$ cat src/rtl/rv_wb_pkg.sv
// Shared types for the register-file write-back path.
package rv_wb_pkg;

    localparam int unsigned XLEN      = 32;
    localparam int unsigned REG_IDX_W = 5;
    localparam int unsigned NUM_REGS  = 32;

    typedef logic [REG_IDX_W-1:0] reg_idx_t;
    typedef logic [XLEN-1:0]      xlen_t;

    typedef struct packed {
        reg_idx_t rd;
        xlen_t    data;
    } wb_entry_t;

endpackage

$ cat src/rtl/regfile_writeback_if.sv
// Result, issue, hazard-check and register-file write signals of regfile_writeback.
interface regfile_writeback_if;
    import rv_wb_pkg::*;

    logic     alu_valid;
    reg_idx_t alu_rd;
    xlen_t    alu_data;
    logic     lsu_valid;
    logic     lsu_ready;
    reg_idx_t lsu_rd;
    xlen_t    lsu_data;
    logic     issue_valid;
    logic     issue_long;
    reg_idx_t issue_rd;
    reg_idx_t chk_rs1;
    reg_idx_t chk_rs2;
    reg_idx_t chk_rd;
    logic     stall;
    reg_idx_t wb_rd;
    xlen_t    wb_data;
    logic     wb_en;

    modport master (
        output alu_valid, alu_rd, alu_data,
        output lsu_valid, lsu_rd, lsu_data,
        output issue_valid, issue_long, issue_rd,
        output chk_rs1, chk_rs2, chk_rd,
        input  lsu_ready, stall, wb_rd, wb_data, wb_en
    );

    modport slave (
        input  alu_valid, alu_rd, alu_data,
        input  lsu_valid, lsu_rd, lsu_data,
        input  issue_valid, issue_long, issue_rd,
        input  chk_rs1, chk_rs2, chk_rd,
        output lsu_ready, stall, wb_rd, wb_data, wb_en
    );

endinterface

$ cat src/rtl/wb_fifo.sv
// Long-latency result FIFO; DEPTH must be a power of two, pointers carry one wrap bit.
module wb_fifo #(
    parameter int unsigned DEPTH = 4,
    parameter type         entry_t = rv_wb_pkg::wb_entry_t
) (
    input  logic   clk,
    input  logic   rst,
    input  logic   push,
    input  entry_t push_data,
    input  logic   pop,
    output logic   full,
    output logic   empty,
    output entry_t head
);

    localparam int unsigned IDX_W = $clog2(DEPTH);
    localparam int unsigned PTR_W = IDX_W + 1;

    logic [PTR_W-1:0] wr_ptr_q;
    logic [PTR_W-1:0] rd_ptr_q;
    entry_t           mem_q [DEPTH];
    logic             do_push;
    logic             do_pop;

    assign full    = (wr_ptr_q[PTR_W-1] != rd_ptr_q[PTR_W-1]) &&
                     (wr_ptr_q[IDX_W-1:0] == rd_ptr_q[IDX_W-1:0]);
    assign empty   = (wr_ptr_q == rd_ptr_q);
    assign do_push = push && !full;
    assign do_pop  = pop && !empty;
    assign head    = mem_q[rd_ptr_q[IDX_W-1:0]];

    always_ff @(posedge clk or posedge rst) begin
        if (rst) begin
            wr_ptr_q <= '0;
            rd_ptr_q <= '0;
        end else begin
            if (do_push) wr_ptr_q <= wr_ptr_q + PTR_W'(1);
            if (do_pop)  rd_ptr_q <= rd_ptr_q + PTR_W'(1);
        end
    end

    // Storage needs no reset: empty pointers hide stale contents.
    always_ff @(posedge clk) begin
        if (do_push) mem_q[wr_ptr_q[IDX_W-1:0]] <= push_data;
    end

endmodule

$ cat src/rtl/regfile_writeback.sv
// Arbitrates ALU and long-latency results onto one registered register-file write port
// and tracks pending long-latency destinations. Optional LSU bypass: WB_BYPASS_EN.
module regfile_writeback
    import rv_wb_pkg::*;
#(
    parameter int unsigned DEPTH = 4
) (
    input logic                clk,
    input logic                rst,
    regfile_writeback_if.slave bus
);

    wb_entry_t             lsu_entry_c;
    wb_entry_t             head;
    logic                  full;
    logic                  empty;
    logic                  alu_sel_c;
    logic                  lsu_acc_c;
    logic                  bypass_c;
    logic                  fifo_push_c;
    logic                  fifo_pop_c;
    logic [NUM_REGS-1:0]   pending_q;
    logic [NUM_REGS-1:0]   set_mask_c;
    logic [NUM_REGS-1:0]   clr_mask_c;
    wb_entry_t             wb_q;
    wb_entry_t             wb_next_c;
    logic                  wb_en_q;
    logic                  wb_en_next_c;

    always_comb begin
        lsu_entry_c.rd   = bus.lsu_rd;
        lsu_entry_c.data = bus.lsu_data;
        alu_sel_c        = bus.alu_valid && (bus.alu_rd != '0);
        lsu_acc_c        = bus.lsu_valid && !full && (bus.lsu_rd != '0);
`ifdef WB_BYPASS_EN
        bypass_c         = lsu_acc_c && empty && !alu_sel_c;
`else
        bypass_c         = 1'b0;
`endif
        fifo_push_c      = lsu_acc_c && !bypass_c;
        fifo_pop_c       = !alu_sel_c && !empty;
    end

    wb_fifo #(
        .DEPTH   (DEPTH),
        .entry_t (wb_entry_t)
    ) u_fifo (
        .clk       (clk),
        .rst       (rst),
        .push      (fifo_push_c),
        .push_data (lsu_entry_c),
        .pop       (fifo_pop_c),
        .full      (full),
        .empty     (empty),
        .head      (head)
    );

    // Write-port selection and scoreboard updates; ALU has priority over the FIFO.
    always_comb begin
        wb_en_next_c = 1'b0;
        wb_next_c    = wb_q;
        set_mask_c   = '0;
        clr_mask_c   = '0;
        if (alu_sel_c) begin
            wb_en_next_c     = 1'b1;
            wb_next_c.rd     = bus.alu_rd;
            wb_next_c.data   = bus.alu_data;
        end else if (fifo_pop_c) begin
            wb_en_next_c     = 1'b1;
            wb_next_c        = head;
            clr_mask_c[head.rd] = 1'b1;
        end else if (bypass_c) begin
            wb_en_next_c     = 1'b1;
            wb_next_c        = lsu_entry_c;
            clr_mask_c[bus.lsu_rd] = 1'b1;
        end
        if (bus.issue_valid && bus.issue_long && (bus.issue_rd != '0)) begin
            set_mask_c[bus.issue_rd] = 1'b1;
        end
    end

    // Set is applied after clear so a same-cycle reissue keeps the bit pending.
    always_ff @(posedge clk or posedge rst) begin
        if (rst) begin
            pending_q <= '0;
            wb_q      <= '0;
            wb_en_q   <= 1'b0;
        end else begin
            pending_q <= ((pending_q & ~clr_mask_c) | set_mask_c) & ~NUM_REGS'(1);
            wb_q      <= wb_next_c;
            wb_en_q   <= wb_en_next_c;
        end
    end

    assign bus.lsu_ready = !full;
    assign bus.stall     = pending_q[bus.chk_rs1] | pending_q[bus.chk_rs2] | pending_q[bus.chk_rd];
    assign bus.wb_en     = wb_en_q;
    assign bus.wb_rd     = wb_q.rd;
    assign bus.wb_data   = wb_q.data;

endmodule

$ cat src/flat_wrapper.sv
// flat-port wrapper written by rule: the top's interface ports become plain ports
module regfile_writeback_flat import rv_wb_pkg::*;
#(
    parameter int unsigned DEPTH = 4
)
  (clk, rst, bus_alu_valid, bus_alu_rd, bus_alu_data, bus_lsu_valid, bus_lsu_rd, bus_lsu_data, bus_issue_valid, bus_issue_long, bus_issue_rd, bus_chk_rs1, bus_chk_rs2, bus_chk_rd, bus_lsu_ready, bus_stall, bus_wb_rd, bus_wb_data, bus_wb_en);
  regfile_writeback_if bus_i ();
  input logic clk;
  input logic rst;
  input wire logic [$bits(bus_i.alu_valid)-1:0] bus_alu_valid;
  input wire logic [$bits(bus_i.alu_rd)-1:0] bus_alu_rd;
  input wire logic [$bits(bus_i.alu_data)-1:0] bus_alu_data;
  input wire logic [$bits(bus_i.lsu_valid)-1:0] bus_lsu_valid;
  input wire logic [$bits(bus_i.lsu_rd)-1:0] bus_lsu_rd;
  input wire logic [$bits(bus_i.lsu_data)-1:0] bus_lsu_data;
  input wire logic [$bits(bus_i.issue_valid)-1:0] bus_issue_valid;
  input wire logic [$bits(bus_i.issue_long)-1:0] bus_issue_long;
  input wire logic [$bits(bus_i.issue_rd)-1:0] bus_issue_rd;
  input wire logic [$bits(bus_i.chk_rs1)-1:0] bus_chk_rs1;
  input wire logic [$bits(bus_i.chk_rs2)-1:0] bus_chk_rs2;
  input wire logic [$bits(bus_i.chk_rd)-1:0] bus_chk_rd;
  output wire logic [$bits(bus_i.lsu_ready)-1:0] bus_lsu_ready;
  output wire logic [$bits(bus_i.stall)-1:0] bus_stall;
  output wire logic [$bits(bus_i.wb_rd)-1:0] bus_wb_rd;
  output wire logic [$bits(bus_i.wb_data)-1:0] bus_wb_data;
  output wire logic [$bits(bus_i.wb_en)-1:0] bus_wb_en;
  assign bus_i.alu_valid = bus_alu_valid;
  assign bus_i.alu_rd = bus_alu_rd;
  assign bus_i.alu_data = bus_alu_data;
  assign bus_i.lsu_valid = bus_lsu_valid;
  assign bus_i.lsu_rd = bus_lsu_rd;
  assign bus_i.lsu_data = bus_lsu_data;
  assign bus_i.issue_valid = bus_issue_valid;
  assign bus_i.issue_long = bus_issue_long;
  assign bus_i.issue_rd = bus_issue_rd;
  assign bus_i.chk_rs1 = bus_chk_rs1;
  assign bus_i.chk_rs2 = bus_chk_rs2;
  assign bus_i.chk_rd = bus_chk_rd;
  assign bus_lsu_ready = bus_i.lsu_ready;
  assign bus_stall = bus_i.stall;
  assign bus_wb_rd = bus_i.wb_rd;
  assign bus_wb_data = bus_i.wb_data;
  assign bus_wb_en = bus_i.wb_en;
  regfile_writeback #(.DEPTH(DEPTH)) u_core (.clk(clk), .rst(rst), .bus(bus_i));
endmodule
$ cat config.mk
export PLATFORM = sky130hd
export DESIGN_NAME = regfile_writeback_flat
export DESIGN_NICKNAME = d
export VERILOG_FILES = /design/src/rtl/rv_wb_pkg.sv /design/src/rtl/regfile_writeback_if.sv /design/src/rtl/wb_fifo.sv /design/src/rtl/regfile_writeback.sv /design/src/flat_wrapper.sv
export SDC_FILE = /design/constraint.sdc
export NUM_CORES = 1
export LEC_CHECK = 0
export ABC_AREA = 0
export CORE_UTILIZATION = 25
export DETAILED_ROUTE_END_ITERATION = 10
export GPL_TIMING_DRIVEN = 0
export PLACE_DENSITY = 0.43
export SYNTH_ARGS = -nofsm -noshare
export SYNTH_HDL_FRONTEND = slang
export SYNTH_HIERARCHICAL = 1
export SYNTH_SLANG_ARGS = --single-unit
export TNS_END_PERCENT = 100
$ cat constraint.sdc
create_clock -name clk -period 6.8 [get_ports clk]
set_clock_uncertainty 0.15 [all_clocks]
set_input_delay 1.7 -clock clk [delete_from_list [all_inputs] [get_ports clk]]
set_output_delay 1.7 -clock clk [all_outputs]
set_load 0.02 [all_outputs]
# Word level (Yosys, flattened, before mapping)
# Memories as Yosys holds them, arrays and structs flattened.
# Index checks and enable logic that the tools add are counted.
# totals
inputBits	100
out_inout_bits	40
memories	1
ff_bits	75
word_cells	61
mem_bits_rw	148
# mem_list
memory	depth	word_bits	read_ports	rd_ports_with_merged_regs	write_ports	line	rtl
u_core.u_fifo.mem_q	4	37	1	0	1	wb_fifo.sv:21	entry_t mem_q [DEPTH];
# classes
bitwise	5
n_eq_ne	3
order_cmp	7
n_reduce_logical	18
add_sub_neg	2
muxes	19
# op_table
op	count
32-bit 2-to-1 mux	3
37-bit 2-to-1 mux	2
32-bit bitwise AND	1
32-bit inverter	1
32-bit OR	1
5-bit by 6-bit < comparator with 1-bit output (second input constant)	5
1-bit binary-select mux with 5-bit select	3
5-bit nonzero test	3
1-bit logical AND	11
1-bit demux with 5-bit select	2
5-bit by 1-bit greater-or-equal comparator with 1-bit output (second input constant)	2
1-bit 2-to-1 mux	9
3-bit by 1-bit adder with 3-bit output (second input constant)	2
3-bit == test	1
1-bit logical NOT	3
2-bit == test	1
1-bit OR	2
2-bit nonzero test	1
1-bit != test	1

# Logic depth before layout (Yosys ltp)
# Gate-level depths: netlist (run 1).
# An unclocked memory read counts as a cell.
# depth
depth_word	10
mapped_depth	10
depth_no_buf	8

# Modules after synthesis
# The synthesis (run 1) kept the hierarchy.
# by_module_without_submodules
mod	area_each_um2	cells_each	n_inst
wb_fifo	5823.1	244	1
regfile_writeback	3920.0	394	1

# Worst setup path after synthesis (run 1)
# Ideal clock, no wire load.
# synth_path
path_kind	in2out
start	input bus_chk_rs2[1]
end	output bus_stall
arrival_ns	3.189
required_time_ns	4.950
cell_stages	6
setup_slack_ns	1.761
path_cell_list	buf_1 > mux2_2 > a221oi_1 > a2111oi_0 > a311oi_1 > nand4_1
# synth_via
elab_chain_len	4
# synth_lines
element	line	rtl
start: declaration	flat_wrapper.sv:20	input wire logic [$bits(bus_i.chk_rs2)-1:0] bus_chk_rs2;
1-bit binary-select mux with 5-bit select	regfile_writeback.sv:96	assign bus.stall = pending_q[bus.chk_rs1] | pending_q[bus.chk_rs2] | pending_q[bus.chk_rd];
1-bit 2-to-1 mux (implied by the code)	regfile_writeback.sv:96	
1-bit OR (2 in a row)	regfile_writeback.sv:96	
end: declaration	flat_wrapper.sv:23	output wire logic [$bits(bus_i.stall)-1:0] bus_stall;
# No other way between the ends. The select of a mux whose other input is x is not followed.

# Final worst setup path (run 1)
# Ends and elaborated chain as after synthesis.

==> results.cfg, run 1 <==
[setup_path]
required_ns = 4.95
timing.reg2reg.setup_slack_ns = 3.69
worstReg2RegStart = u_core/u_fifo/rd_ptr_q[0]$_DFFE_PP0P_
crit_path_max_fanout = 10
rr_worst_depth = 10
path_class = in -> out
arrival_ns = 4.65
end_kind = output pin
cp-start-kind = input pin
rr_endpoint = u_core/u_fifo/rd_ptr_q[1]$_DFFE_PP0P_

[clocking]
cts_inserted_buffers = 25
ctsRootBufferMaster = clkbuf_16
clock_path_buffers = 3
post_cts_buffers = 0
cts_tree = yes
clk_pin_slew_ns = 0.06
hold_buffers = 0
clock_latency_ns = 0.52
clock-sinks = 223
cts-resized-gates = 0
htree_levels = 1

[placement]
place_congestion = 0.8346
port_buffers = 135
pre_cts_slack_ns = 0.2887
place_inst = 1289
dpl.hpwl_mm = 19.27

[route]
wl_mm = 26.96
wl_met1_mm = 11.73
wire_per_inst_um = 20.18
top_layer = met5
routed-wl-met2_mm = 13.17
drtPass1Iterations = 4
dr_wl_met3_mm = 1.636
remaining_drc_errors = 0
postRouteAntennaNets = 0
vias = 6164
initialDrtViolationCount = 279
viasPerCell = 4.614

[global_routing]
grt_overflow_total = 0
grt.total_usage = 0.1362
grt_pass1_vias = 6512
antenna_found_initial = 4
grt_pass1_wl_mm = 40.15
grt_max_degree = 55

[floorplanning]
pin_count = 140
die_area_um2 = 39770
coreArea_um2 = 38020
initial_core_util = 0.2563
die_y_um = 199.4
rows = 71
fp.dieW_um = 199.4

[min_path]
worstHoldStart = u_core/u_fifo/wr_ptr_q[2]$_DFFE_PP0P_
whs_path_depth = 1
worstHoldPathType = reg -> reg
hold_end = u_core/u_fifo/wr_ptr_q[2]$_DFFE_PP0P_

[timing]
max_freq_ghz = 0.1538
finalSetupViolCount = 0
setup_tns_ns = 0
min_period_ns = 6.500
post-route-period-util = 0.9559
rsz0062_at_grt = false
whs_ns = 0.4027
postLayoutSetupSlackWorst_ns = 0.2998
hold_violations = 0
tightest_slew_ns = 1.005
slew_headroom = 0.3297
drv_slew = 0

[power]
cellPowerDensity_nw_per_um2 = 438.2
ir_drop_uv = 174.8
leakage_uw = 0.004352

[yosys]
syn_nets = 743
ys_seq_elements = 223
postSynthAreaPerCell_um2 = 15.27
yosys_warnings = 6
yosysSeqAreaShare = 0.6488
synth_area_um2 = 9743
synth_xor_area_frac = 0.008861
ys_types = 55
yosys.area.top_type = edfxtp_1
synthAdderAreaFrac = 0.006421
synth_cells = 638
yosysTopAreaCellShare = 0.4561
synth-main-ff-cell = edfxtp_1
synth_mux_area_frac = 0.1738
synthTopCellsByArea = edfxtp_1 (46%), dfrtp_1 (19%), mux4_2 (11%), o21ai_0 (4.9%), mux2i_1 (4.6%)
synth-edff-count = 148
async_flop_share = 0.3363
synth_top_family_by_area = multiplexers
synth-compound-area-share = 0.07949
synthSimpleGateAreaFrac = 0.06190

[final_layout]
final_nets = 910
fin_cells = 1336
drive_above_1_share = 0.1470
area_growth_pct = 29.82

[job]
max_cap_violations = 0

[status]
status = finished, final reports clean
[area by class of cell]
| class | count | area (µm²) |
|---|---|---|
| clock inverters | 17 | 142.6 |
| well taps | 511 | 639.4 |
| multi-input cells | 373 | 3232 |
| clock buffers | 28 | 636.9 |
| flip-flops and latches | 223 | 6321 |
| fillers | 3868 | 25370 |
| diodes | 2 | 5.005 |
| repair buffers | 140 | 1466 |
| plain buffers | 31 | 161.4 |
| inverters | 11 | 43.79 |
[metal layers]
| metal | track usage | up-vias |
|---|---|---|
| li1 | - | 2826 |
| met1 | 0.1742 | 3132 |
| met2 | 0.2319 | 167 |
| met3 | 0.03122 | 35 |
| met4 | 0.03336 | 4 |
| met5 | 0 | - |
[power breakdown]
group / total (µW) / switching, µW / internal (µW)
registers: 2140 / 244 / 1900
clock network: 1300 / 547 / 750
logic: 2110 / 1130 / 977
total: 5540 / 1920 / 3620
[cell families (layout without fill, tap and decap cells)]
kind of cell	Yosys count	count (layout)
flip-flops	223	223
AO/OA/AOI/OAI	134	134
AND/OR/NAND/NOR	120	120
multiplexers	105	105
buffers and inverters	42	227
XOR/XNOR	9	9
adder cells (fa/ha/maj)	5	5
other	0	2
[how the worst max path moves through the flow]
stage | start | to | slack (ns) | cells past startpoint
after floorplan | bus_chk_rs2[1] | bus_stall | 1.76 | 6
after global placement | bus_chk_rs2[1] | bus_stall | 0.26 | 8
after detailed placement | bus_chk_rs2[1] | bus_stall | 0.29 | 8
after CTS | bus_chk_rs2[1] | bus_stall | 0.27 | 8
after global routing | bus_chk_rs2[1] | bus_stall | 0.08 | 8
final | bus_chk_rs2[1] | bus_stall | 0.30 | 8
[stage by stage]
step                      total power (µW)  utilization  cell area (µm²)
final                                 5542       0.3327            12650
after global routing                  5877       0.3325            12640
after CTS                             5642       0.3325            12640
after detailed placement              4323       0.3120            11860
after global placement                4291       0.3086            11730
after floorplan                       3436            -             9743
[critical path, stage by stage]
cell and delay [ns]:
clkdlybuf4s50_1 0.54, buf_1 0.48, mux2_2 0.40, a221oi_1 0.42, a2111oi_0 0.12, a311oi_1 0.27
nand4_1 0.15, clkdlybuf4s50_1 0.56
[cell usage after synthesis, drive strengths merged, types with 2 or more instances]
master / n
mux2: 10
a221oi: 3
o22ai: 2
xnor2: 5
a211oi: 2
nor4b: 2
mux4: 50
or3: 5
a2111oi: 4
ha: 5
edfxtp: 148
nor2b: 9
nand3b: 4
nand3: 8
nand2b: 9
inv: 11
nand2: 56
buf: 12
clkbuf: 19
a21oi: 5
o21ai: 98
xor2: 4
and2: 2
o31ai: 6
or4: 3
dfrtp: 75
mux2i: 45
nor2: 10
and3: 4
a31oi: 2
nor3: 2
o2111ai: 3
a311oi: 2
[state kept, by name (all words and copies together), names as in the netlist]
signal,flops
u_core/bus.wb_data,32
u_core/bus.wb_en,1
u_core/bus.wb_rd,5
u_core/pending_q,31
u_core/u_fifo/mem_q,148
u_core/u_fifo/rd_ptr_q,3
u_core/u_fifo/wr_ptr_q,3
[layout by cell type (no fill, tap or decap), drive strengths merged, types with 12 or more instances in the layout]
cell type / instances
nand2: 56
dfrtp: 75
o21ai: 98
buf: 17
edfxtp: 148
mux2i: 45
mux4: 50
clkbuf: 47
clkinv: 12
inv: 12
clkdlybuf4s50: 135
(Power assumes the default switching activity.)
==> run 2: changes to the inputs <==
Settings changed: PLACE_DENSITY 0.43 to 0.44, SETUP_SLACK_MARGIN set to 0.2, SLEW_MARGIN set to 20.
Clock period 6.8 ns to 5.5 ns, I/O delays scaled along.
==> run 2 against run 1 <==
  * Cell area fell by 0.55%
  * Non-clock buffer count fell by 2
  * Global-route usage fell by 0.14 points
  * Worst setup slack improved by 0.081 ns
  * Register-to-register slack got worse by 1.4 ns
  * Largest power group unchanged
==> results.cfg, run 2 (synthesis gave the netlist of run 1 again) <==
[floorplanning]
fp.dieW_um = 199.4
initial_core_util = 0.2563
pin_count = 140
coreArea_um2 = 38020
die_y_um = 199.4
rows = 71
die_area_um2 = 39770

[power]
ir_drop_uv = 213.4
p_sw_frac = 0.3460
leakage_uw = 0.004324
clkPwrFrac = 0.224
seq_power_share = 0.393
cellPowerDensity_nw_per_um2 = 534.3
power_frac_comb = 0.383
p_sw_uw = 2325
p_int_uw = 4396

[final_layout]
seq_area_um2 = 6321
fin_util = 0.3308
post-route-cell-area_um2 = 12580
num_antenna_cells = 0
area_growth_pct = 29.10
final_nets = 908
fillers = 3881
drive_above_1_share = 0.1425
largest_reg_flops = 148
mostFrequentLayoutCell = edfxtp_1
multi_input_area_um2 = 3243
final_cell_mix = edfxtp_1 (148), clkdlybuf4s50_1 (133), o21ai_0 (96)

[clocking]
clock_latency_ns = 0.51
clock_path_buffers = 3
cts_inserted_buffers = 25
cts_tree = yes
hold_buffers = 0
clk_pin_slew_ns = 0.06
htree_levels = 1
ctsRootBufferMaster = clkbuf_16
clock-sinks = 223
post_cts_buffers = 0

[placement]
dpl.hpwl_mm = 18.37
place_congestion = 0.7875
dpl_cell_area_um2 = 11840
port_buffers = 135

[setup_path]
end_kind = output pin
required_ns = 3.97
rr_endpoint = u_core/u_fifo/rd_ptr_q[1]$_DFFE_PP0P_
cp-start-kind = input pin
crit_path_max_fanout = 10
worstReg2RegStart = u_core/u_fifo/rd_ptr_q[0]$_DFFE_PP0P_
startpoint = bus_chk_rd[0]
timing.reg2reg.setup_slack_ns = 2.24
rr_worst_depth = 10
path_class = in -> out
arrival_ns = 3.59

[route]
vias = 6138
viasPerCell = 4.608
postRouteAntennaNets = 0
initialDrtViolationCount = 442
drtPass1Iterations = 4
remaining_drc_errors = 0
wire_per_inst_um = 19.88
wl_mm = 26.48

[min_path]
worstHoldPathType = reg -> reg
whs_path_depth = 1
hold_end = u_core/u_fifo/wr_ptr_q[2]$_DFFE_PP0P_
worstHoldStart = u_core/u_fifo/wr_ptr_q[2]$_DFFE_PP0P_

[timing]
finalSetupViolCount = 0
post-route-period-util = 0.9308
rsz0062_at_grt = false
hold_violations = 0
min_period_ns = 5.120
tightest_slew_ns = 0.9926
drv_slew = 0
max_freq_ghz = 0.1953
slew_headroom = 0.3382

[global_routing]
grt.total_usage = 0.1348
grt_pass1_wl_mm = 39.99
grt_pass1_vias = 6559
antenna_found_initial = 1
grt_overflow_total = 0
grt_max_degree = 47

[status]
status = finished, final reports clean

[job]
max_cap_violations = 0
-- run 2: changes by cell type in the layout (fill, tap and decap cells not counted), sizes merged --
cell           change
clkbuf             +7
buf                -2
bufinv             -2
clkdlybuf4s50      -2
clkinv             -2
clkinvlp           -2
diode              -2
dlygate4sd2        +2
inv                -1
-- run 2: critical path, stage by stage --
cell and delay, ns:
clkdlybuf4s50_1 0.58, clkbuf_2 0.27, mux4_2 0.52, nand2b_1 0.16, a311oi_1 0.24, nand4_1 0.10, dlygate4sd2_1 0.34
-- run 2: per-layer routing --
metal | part of all wire | up-vias | GRT usage
li1 | - | 2821 | -
met1 | 0.43 | 3142 | 0.1701
met2 | 0.50 | 136 | 0.2359
met3 | 0.055 | 37 | 0.02684
met4 | 0.019 | 2 | 0.03223
met5 | 0.00045 | - | 0
-- run 2: cell type report --
type,count,share of cell area
Buffer,31,0.01323
Clock buffer,35,0.05431
Clock inverter,10,0.003979
Inverter,11,0.003482
Multi-Input combinational cell,373,0.2578
Sequential cell,223,0.5025
Tap cell,511,0.05083
Timing Repair Buffer,138,0.1138
-- run 2: per-stage QoR --
stage | total power (µW) | setup TNS [ns] | worst slack (ns) | instances | hold WS [ns]
after floorplan | 4248 | 0 | 1.111 | 638 | 0.3360
after global placement | 5279 | -0.3635 | -0.3635 | 1284 | 0.3921
after detailed placement | 5310 | -0.3336 | -0.3336 | 1287 | 0.3992
after CTS | 6855 | 0 | 0.2003 | 1332 | 0.4133
after global routing | 7142 | 0 | 0.2444 | 1332 | 0.4452
final | 6721 | 0 | 0.3805 | 1332 | 0.4096
-- run 2: how the worst max path moves through the flow --
stage / endpoint / cells after the start
detailed placement: bus_stall / 8
floorplan: bus_stall / 6
CTS: bus_stall / 7
global placement: bus_stall / 8
global route: bus_stall / 8
finish: bus_stall / 7
-- run 2: what timing repair did --
action	4_1_cts	5_1_grt
endpoints found under the setup margin	1	1
hold endpoints to repair	0	0
gates resized for setup	4	2
-- run 2: power by group through the flow --
stage               logic, µW  registers [µW]  clock network [µW]
floorplan                1510            2730                   0
CTS                      2640            2650                1570
global route             2810            2710                1620
global placement         2590            2690                   0
finish                   2570            2640                1500
detailed placement       2630            2680                   0
